[src/rtl/sram_bus_arbiter_if.sv]
// Bus bundle between the two pipeline requesters (inst_*, data_*), the
// arbiter, and the shared SRAM-like memory port (mem_*).
// Handshake: a request is a valid/ready pair. The requester holds *_req with
// stable address/control until the matching *_addr_ok is seen high in the
// same cycle; that cycle is the transfer. *_data_ok is a one-cycle pulse with
// read data valid in the same cycle, and responses return in issue order.
interface sram_bus_arbiter_if;
  logic        inst_req;
  logic [31:0] inst_addr;
  logic        inst_addr_ok;
  logic        inst_data_ok;
  logic [31:0] inst_rdata;

  logic        data_req;
  logic        data_wr;
  logic [1:0]  data_size;
  logic [3:0]  data_wstrb;
  logic [31:0] data_addr;
  logic [31:0] data_wdata;
  logic        data_addr_ok;
  logic        data_data_ok;
  logic [31:0] data_rdata;

  logic        mem_req;
  logic        mem_wr;
  logic [1:0]  mem_size;
  logic [3:0]  mem_wstrb;
  logic [31:0] mem_addr;
  logic [31:0] mem_wdata;
  logic        mem_addr_ok;
  logic        mem_data_ok;
  logic [31:0] mem_rdata;

  // Arbiter view.
  modport slave (
    input  inst_req, inst_addr,
    output inst_addr_ok, inst_data_ok, inst_rdata,
    input  data_req, data_wr, data_size, data_wstrb, data_addr, data_wdata,
    output data_addr_ok, data_data_ok, data_rdata,
    output mem_req, mem_wr, mem_size, mem_wstrb, mem_addr, mem_wdata,
    input  mem_addr_ok, mem_data_ok, mem_rdata
  );

  // Environment view: pipeline requesters plus the memory port.
  modport master (
    output inst_req, inst_addr,
    input  inst_addr_ok, inst_data_ok, inst_rdata,
    output data_req, data_wr, data_size, data_wstrb, data_addr, data_wdata,
    input  data_addr_ok, data_data_ok, data_rdata,
    input  mem_req, mem_wr, mem_size, mem_wstrb, mem_addr, mem_wdata,
    output mem_addr_ok, mem_data_ok, mem_rdata
  );
endinterface

[src/rtl/sram_bus_arbiter.sv]
// sram_bus_arbiter: shares one SRAM-like port between fetch (inst) and
// mem-stage (data) requesters. One address handshake per cycle, grant locked
// until accepted, owner of each accepted request kept in an in-order tag FIFO
// so every mem_data_ok is routed back to its issuer.
// Optional feature: define ARB_ROUND_ROBIN_EN to alternate the grant when both
// masters request together; otherwise data has fixed priority over inst.
// dbg_hold exposes the lock state (1 = HOLD).
module sram_bus_arbiter #(
  parameter int MAX_OUTSTANDING = 4
) (
  input  logic               clk,
  input  logic               reset,
  sram_bus_arbiter_if.slave  bus,
  output logic               dbg_hold
);
  localparam int PW = (MAX_OUTSTANDING > 1) ? $clog2(MAX_OUTSTANDING) : 1;
  localparam logic [PW:0] FULL_CNT = MAX_OUTSTANDING[PW:0];

  typedef enum logic {IDLE = 1'b0, HOLD = 1'b1} lock_t;

  lock_t                      lock_q;
  logic                       grant_q;   // held owner: 1 = data, 0 = inst
  logic [MAX_OUTSTANDING-1:0] tag_q;
  logic [PW-1:0]              wr_ptr;
  logic [PW-1:0]              rd_ptr;
  logic [PW:0]                count_q;

  logic grant;       // 1 = data master owns the port this cycle
  logic mem_req_c;
  logic both_pick;   // winner when both request while unlocked
  logic full;
  logic push;
  logic pop;
  logic head_tag;

  assign full     = (count_q == FULL_CNT);
  assign head_tag = tag_q[rd_ptr];
  assign dbg_hold = (lock_q == HOLD);

`ifdef ARB_ROUND_ROBIN_EN
  logic rr_last_q;   // owner of the most recently accepted address
  assign both_pick = ~rr_last_q;

  // Remember who was served last so a tie goes to the other master.
  always_ff @(posedge clk) begin
    if (reset)     rr_last_q <= 1'b0;
    else if (push) rr_last_q <= grant;
  end
`else
  assign both_pick = 1'b1;
`endif

  // Pick the owner: a held grant wins outright, otherwise arbitrate if there is FIFO room.
  always_comb begin
    grant     = 1'b0;
    mem_req_c = 1'b0;
    if (lock_q == HOLD) begin
      grant     = grant_q;
      mem_req_c = grant_q ? bus.data_req : bus.inst_req;
    end else if (!full) begin
      if (bus.data_req && bus.inst_req) grant = both_pick;
      else                              grant = bus.data_req;
      mem_req_c = bus.data_req | bus.inst_req;
    end
    if (reset) mem_req_c = 1'b0;
  end

  assign push = mem_req_c & bus.mem_addr_ok;
  // A response with nothing outstanding is stale (e.g. issued before a reset) and is dropped.
  assign pop  = bus.mem_data_ok & (count_q != '0) & ~reset;

  assign bus.mem_req      = mem_req_c;
  assign bus.inst_addr_ok = push & ~grant;
  assign bus.data_addr_ok = push & grant;
  assign bus.inst_data_ok = pop & ~head_tag;
  assign bus.data_data_ok = pop & head_tag;
  assign bus.inst_rdata   = reset ? 32'd0 : bus.mem_rdata;
  assign bus.data_rdata   = reset ? 32'd0 : bus.mem_rdata;

  // Route the granted master's address/control; fetches are always word reads.
  always_comb begin
    bus.mem_wr    = 1'b0;
    bus.mem_size  = 2'd0;
    bus.mem_wstrb = 4'd0;
    bus.mem_addr  = 32'd0;
    bus.mem_wdata = 32'd0;
    if (!reset) begin
      if (grant) begin
        bus.mem_wr    = bus.data_wr;
        bus.mem_size  = bus.data_size;
        bus.mem_wstrb = bus.data_wstrb;
        bus.mem_addr  = bus.data_addr;
        bus.mem_wdata = bus.data_wdata;
      end else begin
        bus.mem_size  = 2'd2;
        bus.mem_addr  = bus.inst_addr;
      end
    end
  end

  // Lock FSM: freeze the grant while a request waits for mem_addr_ok; release on accept or flush.
  always_ff @(posedge clk) begin
    if (reset) begin
      lock_q  <= IDLE;
      grant_q <= 1'b0;
    end else begin
      case (lock_q)
        IDLE: begin
          if (mem_req_c && !bus.mem_addr_ok) begin
            lock_q  <= HOLD;
            grant_q <= grant;
          end
        end
        HOLD: begin
          if (!mem_req_c || bus.mem_addr_ok) lock_q <= IDLE;
        end
        default: lock_q <= IDLE;
      endcase
    end
  end

  // Owner tag FIFO: push on address accept, pop on response; pointers wrap naturally.
  always_ff @(posedge clk) begin
    if (reset) begin
      tag_q   <= '0;
      wr_ptr  <= '0;
      rd_ptr  <= '0;
      count_q <= '0;
    end else begin
      if (push) begin
        tag_q[wr_ptr] <= grant;
        wr_ptr        <= wr_ptr + 1'b1;
      end
      if (pop) rd_ptr <= rd_ptr + 1'b1;
      case ({push, pop})
        2'b10:   count_q <= count_q + 1'b1;
        2'b01:   count_q <= count_q - 1'b1;
        default: count_q <= count_q;
      endcase
    end
  end
endmodule

[src/flat_wrapper.sv]
// flat-port wrapper written by rule: the top's interface ports become plain ports
module sram_bus_arbiter_flat 
#(
  parameter int MAX_OUTSTANDING = 4
)
  (clk, reset, dbg_hold, bus_inst_req, bus_inst_addr, bus_inst_addr_ok, bus_inst_data_ok, bus_inst_rdata, bus_data_req, bus_data_wr, bus_data_size, bus_data_wstrb, bus_data_addr, bus_data_wdata, bus_data_addr_ok, bus_data_data_ok, bus_data_rdata, bus_mem_req, bus_mem_wr, bus_mem_size, bus_mem_wstrb, bus_mem_addr, bus_mem_wdata, bus_mem_addr_ok, bus_mem_data_ok, bus_mem_rdata);
  sram_bus_arbiter_if bus_i ();
  input  logic clk;
  input  logic reset;
  output logic dbg_hold;
  input wire logic [$bits(bus_i.inst_req)-1:0] bus_inst_req;
  input wire logic [$bits(bus_i.inst_addr)-1:0] bus_inst_addr;
  output wire logic [$bits(bus_i.inst_addr_ok)-1:0] bus_inst_addr_ok;
  output wire logic [$bits(bus_i.inst_data_ok)-1:0] bus_inst_data_ok;
  output wire logic [$bits(bus_i.inst_rdata)-1:0] bus_inst_rdata;
  input wire logic [$bits(bus_i.data_req)-1:0] bus_data_req;
  input wire logic [$bits(bus_i.data_wr)-1:0] bus_data_wr;
  input wire logic [$bits(bus_i.data_size)-1:0] bus_data_size;
  input wire logic [$bits(bus_i.data_wstrb)-1:0] bus_data_wstrb;
  input wire logic [$bits(bus_i.data_addr)-1:0] bus_data_addr;
  input wire logic [$bits(bus_i.data_wdata)-1:0] bus_data_wdata;
  output wire logic [$bits(bus_i.data_addr_ok)-1:0] bus_data_addr_ok;
  output wire logic [$bits(bus_i.data_data_ok)-1:0] bus_data_data_ok;
  output wire logic [$bits(bus_i.data_rdata)-1:0] bus_data_rdata;
  output wire logic [$bits(bus_i.mem_req)-1:0] bus_mem_req;
  output wire logic [$bits(bus_i.mem_wr)-1:0] bus_mem_wr;
  output wire logic [$bits(bus_i.mem_size)-1:0] bus_mem_size;
  output wire logic [$bits(bus_i.mem_wstrb)-1:0] bus_mem_wstrb;
  output wire logic [$bits(bus_i.mem_addr)-1:0] bus_mem_addr;
  output wire logic [$bits(bus_i.mem_wdata)-1:0] bus_mem_wdata;
  input wire logic [$bits(bus_i.mem_addr_ok)-1:0] bus_mem_addr_ok;
  input wire logic [$bits(bus_i.mem_data_ok)-1:0] bus_mem_data_ok;
  input wire logic [$bits(bus_i.mem_rdata)-1:0] bus_mem_rdata;
  assign bus_i.inst_req = bus_inst_req;
  assign bus_i.inst_addr = bus_inst_addr;
  assign bus_inst_addr_ok = bus_i.inst_addr_ok;
  assign bus_inst_data_ok = bus_i.inst_data_ok;
  assign bus_inst_rdata = bus_i.inst_rdata;
  assign bus_i.data_req = bus_data_req;
  assign bus_i.data_wr = bus_data_wr;
  assign bus_i.data_size = bus_data_size;
  assign bus_i.data_wstrb = bus_data_wstrb;
  assign bus_i.data_addr = bus_data_addr;
  assign bus_i.data_wdata = bus_data_wdata;
  assign bus_data_addr_ok = bus_i.data_addr_ok;
  assign bus_data_data_ok = bus_i.data_data_ok;
  assign bus_data_rdata = bus_i.data_rdata;
  assign bus_mem_req = bus_i.mem_req;
  assign bus_mem_wr = bus_i.mem_wr;
  assign bus_mem_size = bus_i.mem_size;
  assign bus_mem_wstrb = bus_i.mem_wstrb;
  assign bus_mem_addr = bus_i.mem_addr;
  assign bus_mem_wdata = bus_i.mem_wdata;
  assign bus_i.mem_addr_ok = bus_mem_addr_ok;
  assign bus_i.mem_data_ok = bus_mem_data_ok;
  assign bus_i.mem_rdata = bus_mem_rdata;
  sram_bus_arbiter #(.MAX_OUTSTANDING(MAX_OUTSTANDING)) u_core (.clk(clk), .reset(reset), .bus(bus_i), .dbg_hold(dbg_hold));
endmodule
[config.mk]
export PLATFORM = sky130hd
export DESIGN_NAME = sram_bus_arbiter_flat
export DESIGN_NICKNAME = d
export VERILOG_FILES = /design/src/rtl/sram_bus_arbiter_if.sv /design/src/rtl/sram_bus_arbiter.sv /design/src/flat_wrapper.sv
export SDC_FILE = /design/constraint.sdc
export NUM_CORES = 1
export LEC_CHECK = 0
export BUFFER_PORTS_ARGS = -buffer_cell sky130_fd_sc_hd__buf_2
export CAP_MARGIN = 5
export CELL_PAD_IN_SITES_DETAIL_PLACEMENT = 1
export CELL_PAD_IN_SITES_GLOBAL_PLACEMENT = 2
export CORE_ASPECT_RATIO = 0.8
export CORE_MARGIN = 4
export CORE_UTILIZATION = 11
export CTS_BUF_LIST = sky130_fd_sc_hd__clkbuf_2
export CTS_CLUSTER_SIZE = 20
export DETAILED_ROUTE_END_ITERATION = 10
export PLACE_DENSITY_LB_ADDON = 0.1
export RECOVER_POWER = 25
export SETUP_SLACK_MARGIN = 0.02
export SLEW_MARGIN = 10
export SYNTH_ARGS = -nofsm -noshare
export SYNTH_HDL_FRONTEND = slang
export SYNTH_SLANG_ARGS = --single-unit
export TNS_END_PERCENT = 100
[constraint.sdc]
create_clock -name clk -period 2.29 [get_ports clk]
set_clock_uncertainty 0.15 [all_clocks]
set_input_delay 0.1145 -clock clk [delete_from_list [all_inputs] [get_ports clk]]
set_output_delay 0.1145 -clock clk [all_outputs]
set_load 0.02 [all_outputs]
# Word level (Yosys, flattened, before mapping)
# Cells that the tools add are included.
[totals]
mem_bits_ro = 0
reg_bits = 13
latchBits = 0
word_cells = 64
ram_bits = 0
out_inout_bits = 141
in_bits = 141
memories = 0
[op_classes]
n_mux = 27
eq_ne = 3
n_reduce_logical = 9
shift = 0
bitwise_logic = 12
addsub = 4
order_cmp = 3
n_div = 0
mul = 0
[ops]
columns = ["op", "count"]
rows = [
  ["32-bit 2-to-1 mux", 5],
  ["1-bit 2-to-1 mux", 13],
  ["4-bit 2-to-1 mux", 2],
  ["1-bit AND", 7],
  ["2-bit by 3-bit < comparator with 1-bit output (second input constant)", 2],
  ["3-bit case mux with 2 select lines", 1],
  ["2-bit by 1-bit adder with 2-bit output (second input constant)", 2],
  ["4-bit bitwise mux", 1],
  ["2-bit 2-to-1 mux", 2],
  ["1-bit NOT", 4],
  ["3-bit by 1-bit adder with 3-bit output (second input constant)", 1],
  ["3-bit equality test (second input constant)", 1],
  ["1-bit logical AND", 3],
  ["3-bit nonzero test", 1],
  ["3-bit by 1-bit subtractor with 3-bit output (second input constant)", 1],
  ["1-bit binary-select mux with 2-bit select", 1],
  ["1-bit demux with 2-bit select", 1],
  ["2-bit by 1-bit equality test with 1-bit output (second input constant)", 1],
  ["2-bit equality test (second input constant)", 1],
  ["2-bit by 1-bit >= comparator with 1-bit output (second input constant)", 1],
  ["1-bit logical NOT", 2],
  ["1-bit case mux with 2 select lines", 1],
  ["2-bit AND reduction", 1],
  ["2-bit nonzero test", 1],
  ["2 further kinds", 2],
]

# Longest topological paths before layout
# Gate-level depths: netlist (run 1).
[depth]
depth_word = 8
depth_mapped = 9
depth_no_buf = 8

# Worst setup path after synthesis (run 1)
# OpenSTA, ideal clock, no wires.
[synth_path]
path_kind = "reg-to-reg"
startpoint = "reg u_core.count_q[0]"
endpoint = "reg u_core.count_q[2]"
setup_time_ns = 0.070
synth_period_minus_slack_ns = 2.522
slack_ns = -0.232
t_arrival_ns = 2.302
t_required_ns = 2.070
stages_incl_launch_ff = 9
n_path_buf = 0
path_cell_list = "dfxtp_1 > nor3b_4 > o32ai_4 > nand2_2 > ha_1 > fa_1 > xnor2_1 > or3_1 > a21oi_1"
[synth_between]
elab_chain_len = 7
elab_cells_between_ends = 14
cone_classes = "add/sub: 2; eq/ne: 3; mux: 4; bitwise: 3; reduce/logical: 2"
[synth_rtl]
columns = ["item", "line_no", "rtl"]
rows = [
  ["start: declaration", "sram_bus_arbiter.sv:26", "logic [PW:0] count_q;"],
  ["start signal: assignment", "sram_bus_arbiter.sv:136", "2'b10: count_q <= count_q + 1'b1;"],
  ["start signal: assignment", "sram_bus_arbiter.sv:137", "2'b01: count_q <= count_q - 1'b1;"],
  ["start signal: assignment", "sram_bus_arbiter.sv:138", "default: count_q <= count_q;"],
  ["3-bit equality test *", "sram_bus_arbiter.sv:36", "assign full = (count_q == FULL_CNT);"],
  ["1-bit 2-to-1 mux *", "sram_bus_arbiter.sv:60", "end else if (!full) begin"],
  ["1-bit 2-to-1 mux *", "sram_bus_arbiter.sv:57", "if (lock_q == HOLD) begin"],
  ["1-bit 2-to-1 mux *", "sram_bus_arbiter.sv:65", "if (reset) mem_req_c = 1'b0;"],
  ["net bus_mem_req", "flat_wrapper.sv:25", "output wire logic [$bits(bus_i.mem_req)-1:0] bus_mem_req;"],
  ["1-bit AND *", "sram_bus_arbiter.sv:68", "assign push = mem_req_c & bus.mem_addr_ok;"],
  ["2-bit by 1-bit equality test with 1-bit output or 2-bit equality test (tied branches)", "sram_bus_arbiter.sv:135", "case ({push, pop})"],
  ["3-bit case mux with 2 select lines or 2-bit nonzero test (tied branches)", "--", ""],
]
# The timed path passes the listed nets; every way through them passes the cells marked *.
# A chain may end at the register's enable or synchronous reset.

# Worst setup path after layout (run 1)
[layout_path]
startpoint = "reg u_core.count_q[2]"
endpoint = "reg u_core.count_q[2]"
[layout_between]
elab_chain_len = 7
elab_cells_between_ends = 14
cone_classes = "add/sub: 2; eq/ne: 3; mux: 4; bitwise: 3; reduce/logical: 2"
[layout_rtl]
columns = ["item", "line_no"]
rows = [
  ["3-bit equality test", "sram_bus_arbiter.sv:36"],
  ["1-bit 2-to-1 mux", "sram_bus_arbiter.sv:60"],
  ["1-bit 2-to-1 mux", "sram_bus_arbiter.sv:57"],
  ["1-bit 2-to-1 mux", "sram_bus_arbiter.sv:65"],
  ["1-bit AND", "sram_bus_arbiter.sv:68"],
  ["2-bit by 1-bit equality test with 1-bit output or 2-bit equality test (tied branches)", "sram_bus_arbiter.sv:135"],
  ["3-bit case mux with 2 select lines or 2-bit nonzero test (tied branches)", "--"],
]
# Several ways; a longest one is shown, not always the timed one.

==> run_results.csv, run 1 <==
group,metric,value,unit
timing,relSlewSlack,63.6,%
place,placed_area,3420,sq um
timing,setup_viol,1,
pwr,ir_worst_vdd,121,uV
logic_synthesis,netlist.area_leader.share,13.3,%
logic_synthesis,syn_area,1960,sq um
logic_synthesis,ys_warn_count,0,
worst_setup_path,cp_max_fo,4,
grt,grtUsageTotal,9.77,%
clocking,clk_pin_slew,0.15,ns
clocking,htreeDepth,1,
worst_setup_path,critPathLaunchType,"register",
worst_setup_path,rr_startpoint,"u_core.count_q[2]",
outcome,violations,"setup timing",
logic_synthesis,synth_area_per_cell,6.68,sq um
logic_synthesis,seq_area_frac_synth,13.3,%
timing,finalHoldViolCount,0,
pwr,power.leakage,0.00203,uW
cells_and_area,n_fill_cell,2200,
hold_path,hold_path.class,"input pin to register",
worst_setup_path,critical-path-slowest-cell,"dfxtp_2",
cells_and_area,drive_above_1_share,58.5,%
outcome,run_status,"finished with violations",
timing,worst_pin_slew,0.546,ns
timing,maxSlewViolCount,0,
floorplanning,start_util,11.3,%
grt,grt_max_degree,43,
grt,overflow,0,
cells_and_area,seqCellArea,268,sq um
clocking,clock-sinks,13,
floorplanning,fp.dieArea,20000,sq um
logic_synthesis,ys_ff_latch,13,
clocking,root_buffer,"clkbuf_2",
routing,vias,2834,
grt,grt_pass1_wl,15700,microns
grt,grt_pass1_vias,2871,
worst_setup_path,ff2ff_setup_slack,-0.01,ns
routing,wl_per_cell,14.5,microns
routing,firstDrtPassIters,4,
cells_and_area,nNetsFinal,693,
timing,layout_setup_ws,-0.0121,ns
floorplanning,die_width,157,microns
routing,avgViaCountPerCell,3.68,
routing,drt_iter0_drc,60,
grt,gr-usage-met3,2.27,%
worst_setup_path,slowest_delay,0.36,ns
clocking,cts_buffers,3,
logic_synthesis,ys_top_cells_by_area,"dfxtp_1, buf_4, and2_1, nand2_1, nor2b_1",
place,port_buffers,281,
floorplanning,die_h,127,microns
worst_setup_path,cp_top_family,"simple AND/OR/NAND/NOR gates",
place,gp_congestion,0.741,
timing,max_clock_freq,434,MHz
cells_and_area,syn2layout_area_growth,82.3,%
grt,met1_usage,11.5,%
floorplanning,core,17400,sq um
logic_synthesis,synth.largest_area_cell,"dfxtp_1",
pwr,p_per_area,331,nW/um^2
logic_synthesis,syn-num-nets,440,
timing,rsz0062_at_grt,"yes",
clocking,clock_path_buffers,2,
place,hpwl,8950,microns
timing,layout_min_cycle_time,2.30,ns
worst_setup_path,cp-end-kind,"register",
worst_setup_path,crit_type,"register to register",
hold_path,min_from,"bus_mem_addr_ok",
worst_setup_path,arrival,2.38,ns
cells_and_area,multi_input_area,1420,sq um
worst_setup_path,crit_start,"u_core.count_q[2]",
routing,drt-total-wl,11200,microns
worst_setup_path,required,2.37,ns
routing,ant_nets,0,
floorplanning,ios,282,
logic_synthesis,synth_cell_types,36,
floorplanning,rows,43,
grt,grt.busiest_layer,"met2",
worst_setup_path,crit_path_cell_trace,"nor3b_4 -> buf_4 -> o32ai_4 -> nand2_2 -> ha_4 -> fa_2 -> xnor2_1 -> or3_1 -> a21oi_2",
timing,finalCritPeriodShare,101,%
routing,drt_drc_violations_left,0,
logic_synthesis,async_reset_ff_share,0,%
cells_and_area,antenna_cells_inserted,0,
clocking,cts_tree,"yes",
logic_synthesis,syn_inst,293,
grt,grt_antenna_before_repair,0,
logic_synthesis,ys.flop_type,"dfxtp_1",
timing,finalSetupTns,-0.0121,ns
grt,grt_use_met2,18.6,%
timing,hold_ws,0.0803,ns
run,drv_cap,0,
clocking,worstSkewPairLatency,0.29,ns
worst_setup_path,path_buf_inv,1,
cells_and_area,finalInstanceArea,3570,sq um
logic_synthesis,synth_edf_count,0,
-- placed cells by master, fill, tap and decap left out, types with 4 or more instances in the layout --
cell type and instances:
nor2_1 10, buf_4 10, a21oi_1 32, and2_1 39, ha_1 4, buf_2 279, clkbuf_2 4, dfxtp_1 9
nand2_1 65, nor2b_1 38, mux2_1 4, nor2_4 4, nand3_1 4
-- cells in the mapped netlist (all sizes together), types with 3 or more instances --
| master | instances |
|---|---|
| dfxtp | 13 |
| ha | 5 |
| xnor2 | 3 |
| and2 | 39 |
| a21oi | 33 |
| mux2i | 3 |
| nand2b | 3 |
| clkbuf | 10 |
| nand2 | 66 |
| buf | 42 |
| nor2 | 11 |
| nor2b | 38 |
| nand3 | 4 |
| mux2 | 5 |
-- worst paths after layout --
path,to,cells past startpoint
max,u_core.count_q[2],9
min reg2reg,u_core.count_q[2],2
min,u_core.tag_q[1],3
max reg2reg,u_core.count_q[2],9
-- metrics by stage --
step | power, uW | worst slack (ns) | std cells | util (%)
after floorplan | 736 | -0.0511 | 293 | -
after global placement | 1030 | 0.166 | 756 | 19.7
after detailed placement | 1030 | 0.117 | 756 | 19.7
after CTS | 1190 | -0.0370 | 764 | 20.0
after global routing | 1290 | -0.147 | 770 | 20.5
final | 1180 | -0.0121 | 770 | 20.5
-- logic make-up (layout without fill, tap and decap cells) --
group                      count (synthesis)  in the layout  synth area share [%]
muxes                                      9              9                  5.75
AOI/OAI and AO/OA                         39             39                  12.1
buffers and inverters                     54            301                  17.8
and+or+nand+nor                          168            173                  45.1
adders and majority gates                  6              6                  4.22
xor gates and xnor gates                   4              4                  1.79
DFF                                       13             13                  13.3
-- worst reg2reg max path, delay by kind of cell, from the launching register on --
family          cells  cell delay, ns
simple gates        3            0.58
fa+ha+maj           2            0.51
flops               1            0.36
compound gates      2            0.34
buf+inv             1            0.16
xor+xnor            1            0.14
-- where the power goes --
part | internal [uW] | switching, uW | total [uW]
Sequential | 242 | 20.7 | 263
Clock | 46.3 | 87.0 | 133
Combinational | 325 | 461 | 786
Total | 613 | 569 | 1180
-- sequential cells by signal, indices dropped and copies added, names as in the netlist --
signal           cells
u_core.count_q       3
u_core.dbg_hold      1
u_core.grant_q       1
u_core.rd_ptr        2
u_core.tag_q         4
u_core.wr_ptr        2
-- routing by layer --
layer | vias to the layer above | routed length, microns
met4 | 0 | 36
met3 | 2 | 896
met1 | 1288 | 4450
met5 | - | 0
met2 | 138 | 5780
li1 | 1406 | -
-- area by class of cell --
class                           count  share of cell area [%]
Timing Repair Buffer              295                    44.1
Clock buffer                        4                   0.561
Sequential cell                    13                    7.51
Multi-Input combinational cell    231                    39.8
Tap cell                          225                    7.89
Inverter                            2                   0.210
-- timing repair --
action	4_1_cts	5_1_grt
endpoints found under the setup margin	56	45
buffers inserted	1	1
pin swaps	3	5
gates cloned	2	4
hold endpoints to repair	1	1
resized for setup	2	10
hold buffers	1	1
Note: power is estimated with default switching activity, not from simulation.
==> run 2: changes to the inputs <==
Settings changed: CTS_CLUSTER_DIAMETER set to 60, SETUP_SLACK_MARGIN 0.02 to 0.3.
==> run 2 against run 1 <==
  * The flow now finishes without violations
  * Sequential power barely moved
  * Core utilization rose by 5.9 points
  * Power rose by 27%
  * Fmax rose by 0.84%
  * Flip-flop and latch count did not move
  * Cell count rose by 3.8%
  * Wire length rose by 8.7%
  * Clock power barely moved
  * First-iteration DRC count fell by 13%
  * Final area rose by 29%
  * Critical path depth did not move
  * Critical path type unchanged
  * Largest cell class unchanged
==> run_results.csv, run 2 (same netlist as run 1, synthesis figures left out) <==
group,metric,value,unit
routing,wl_per_cell,15.2,microns
floorplanning,die_h,127,microns
worst_setup_path,arrival,2.36,ns
clocking,clk_pin_slew,0.15,ns
routing,ant_nets,0,
worst_setup_path,cp-end-kind,"register",
floorplanning,ios,282,
clocking,cts_buffers,3,
pwr,ir_worst_vdd,119,uV
cells_and_area,seqCellArea,273,sq um
grt,grtUsageTotal,11.1,%
floorplanning,rows,43,
timing,max_clock_freq,438,MHz
timing,finalHoldViolCount,0,
hold_path,holdPathStages,3,
grt,overflow,0,
place,gp_congestion,0.741,
worst_setup_path,crit_type,"register to register",
pwr,p_comb_share,73.9,%
clocking,htreeDepth,1,
grt,grt_max_degree,43,
timing,relSlewSlack,67.0,%
routing,vias,2976,
timing,layout_setup_ws,0.00697,ns
timing,hold_ws,0.0520,ns
clocking,cts_tree,"yes",
cells_and_area,n_fill_cell,2137,
floorplanning,core,17400,sq um
worst_setup_path,critPathLaunchType,"register",
timing,rsz0062_at_grt,"yes",
cells_and_area,nNetsFinal,722,
floorplanning,fp.dieArea,20000,sq um
cells_and_area,drive_above_1_share,69.3,%
pwr,power.leakage,0.00243,uW
worst_setup_path,ff2ff_setup_slack,0.007,ns
cells_and_area,final_common_cell,"buf_2",
pwr,seq_power_share,17.3,%
timing,maxSlewViolCount,0,
clocking,clock-sinks,13,
clocking,worstSkewPairLatency,0.29,ns
pwr,switchingPower,658,uW
routing,firstDrtPassIters,4,
routing,drt-total-wl,12100,microns
pwr,power_frac_clock,8.8,%
outcome,run_status,"finished, final reports clean",
pwr,p_int,846,uW
timing,finalCritPeriodShare,99.7,%
floorplanning,start_util,11.3,%
cells_and_area,final_cell_mix,"buf_2, nand2_1, buf_6",
floorplanning,die_width,157,microns
worst_setup_path,crit_path_cell_trace,"nor3b_4 -> buf_6 -> o32ai_4 -> nand2_2 -> ha_4 -> fa_2 -> xnor2_1 -> or3_1 -> a21oi_2",
routing,drt_drc_violations_left,0,
cells_and_area,largestRegisters,"u_core.tag_q: 4 flops, u_core.count_q: 3 flops",
timing,setup_viol,0,
place,pre_cts_ws,0.117,ns
worst_setup_path,r2r-end,"u_core.count_q[2]",
worst_setup_path,r2r_cells,9,
timing,layout_min_cycle_time,2.28,ns
worst_setup_path,cp_max_fo,3,
place,hpwl,8950,microns
hold_path,min_from,"bus_data_req",
clocking,clock_path_buffers,2,
worst_setup_path,path_buf_inv,1,
routing,avgViaCountPerCell,3.72,
cells_and_area,largest_reg_flops,4,
hold_path,hold_path.class,"input pin to register",
clocking,root_buffer,"clkbuf_2",
cells_and_area,syn2layout_area_growth,135,%
cells_and_area,top_register,"u_core.tag_q",
hold_path,holdPathEnd,"u_core.grant_q",
place,port_buffers,281,
cells_and_area,antenna_cells_inserted,0,
worst_setup_path,rr_startpoint,"u_core.count_q[2]",
worst_setup_path,cp_top_family,"simple AND/OR/NAND/NOR gates",
routing,drt_iter0_drc,52,
cells_and_area,finalInstanceArea,4590,sq um
worst_setup_path,critical-path-slowest-cell,"dfxtp_2",
pwr,p_per_area,327,nW/um^2
run,drv_cap,0,
timing,worst_pin_slew,0.495,ns
grt,grt_pass1_wl,17500,microns
place,placed_area,3420,sq um
grt,grt_pass1_vias,3126,
worst_setup_path,required,2.37,ns
pwr,power,1500,uW
cells_and_area,multi_input_area,1630,sq um
grt,grt_antenna_before_repair,0,
worst_setup_path,slowest_delay,0.36,ns
pwr,switching_share,43.7,%
==> run 2: cell types whose count changed in the layout (fill, tap and decap cells not counted), sizes merged <==
cell and change:
buf +34, nor2 -3, dlygate4sd3 -1, clkbuf -1
==> run 2: area by class of cell <==
type                    count  share of cell area, %
repair buffers            327                   51.9
multi-input cells         228                   35.5
well taps                 225                   6.13
flip-flops and latches     13                   5.94
clock buffers               4                  0.436
inverters                   2                  0.163
==> run 2: layer usage <==
metal | global-route usage [%] | wire, microns
met5 | 0 | 0
met4 | 0.910 | 36
met3 | 2.20 | 833
met2 | 21.3 | 6490
met1 | 13.2 | 4770
==> run 2: power by group through the flow <==
| stage | clock network (uW) | registers [uW] | logic, uW |
|---|---|---|---|
| 2_1_floorplan | 0 | 266 | 470 |
| 3_3_place_gp | 0 | 268 | 765 |
| 3_5_place_dp | 0 | 269 | 765 |
| 4_1_cts | 144 | 260 | 1070 |
| 5_1_grt | 157 | 263 | 1200 |
| 6_report | 133 | 260 | 1110 |
==> run 2: through the flow <==
stage	util [%]	cells	TNS, ns
final	26.4	799	0
after global routing	26.4	799	-2.47
after CTS	25.0	794	0
after detailed placement	19.7	756	0
after global placement	19.7	756	0
after floorplan	-	293	-0.0511
==> run 2: worst max-delay path by stage <==
stage / startpoint / end / depth (start not counted)
floorplan: u_core.count_q[2] / u_core.count_q[2] / 8
global placement: u_core.count_q[2] / u_core.count_q[2] / 8
detailed placement: u_core.count_q[2] / u_core.count_q[2] / 8
CTS: u_core.count_q[0] / bus_mem_wdata[23] / 9
global route: u_core.count_q[2] / u_core.count_q[2] / 9
finish: u_core.count_q[2] / u_core.count_q[2] / 9
==> run 2: worst min-delay path, stage by stage <==
cell     delay, ns
buf_2         0.16
a22oi_1       0.11
nor2_1        0.08
==> run 2: timing repair <==
action | CTS | global route
pin swaps | 41 | 15
resized for setup | 134 | 62
setup buffers | 24 | 5
hold buffers | 1 | 0
cloned | 9 | 0
endpoints found under the hold margin | 1 | 0
setup endpoints to repair | 76 | 78
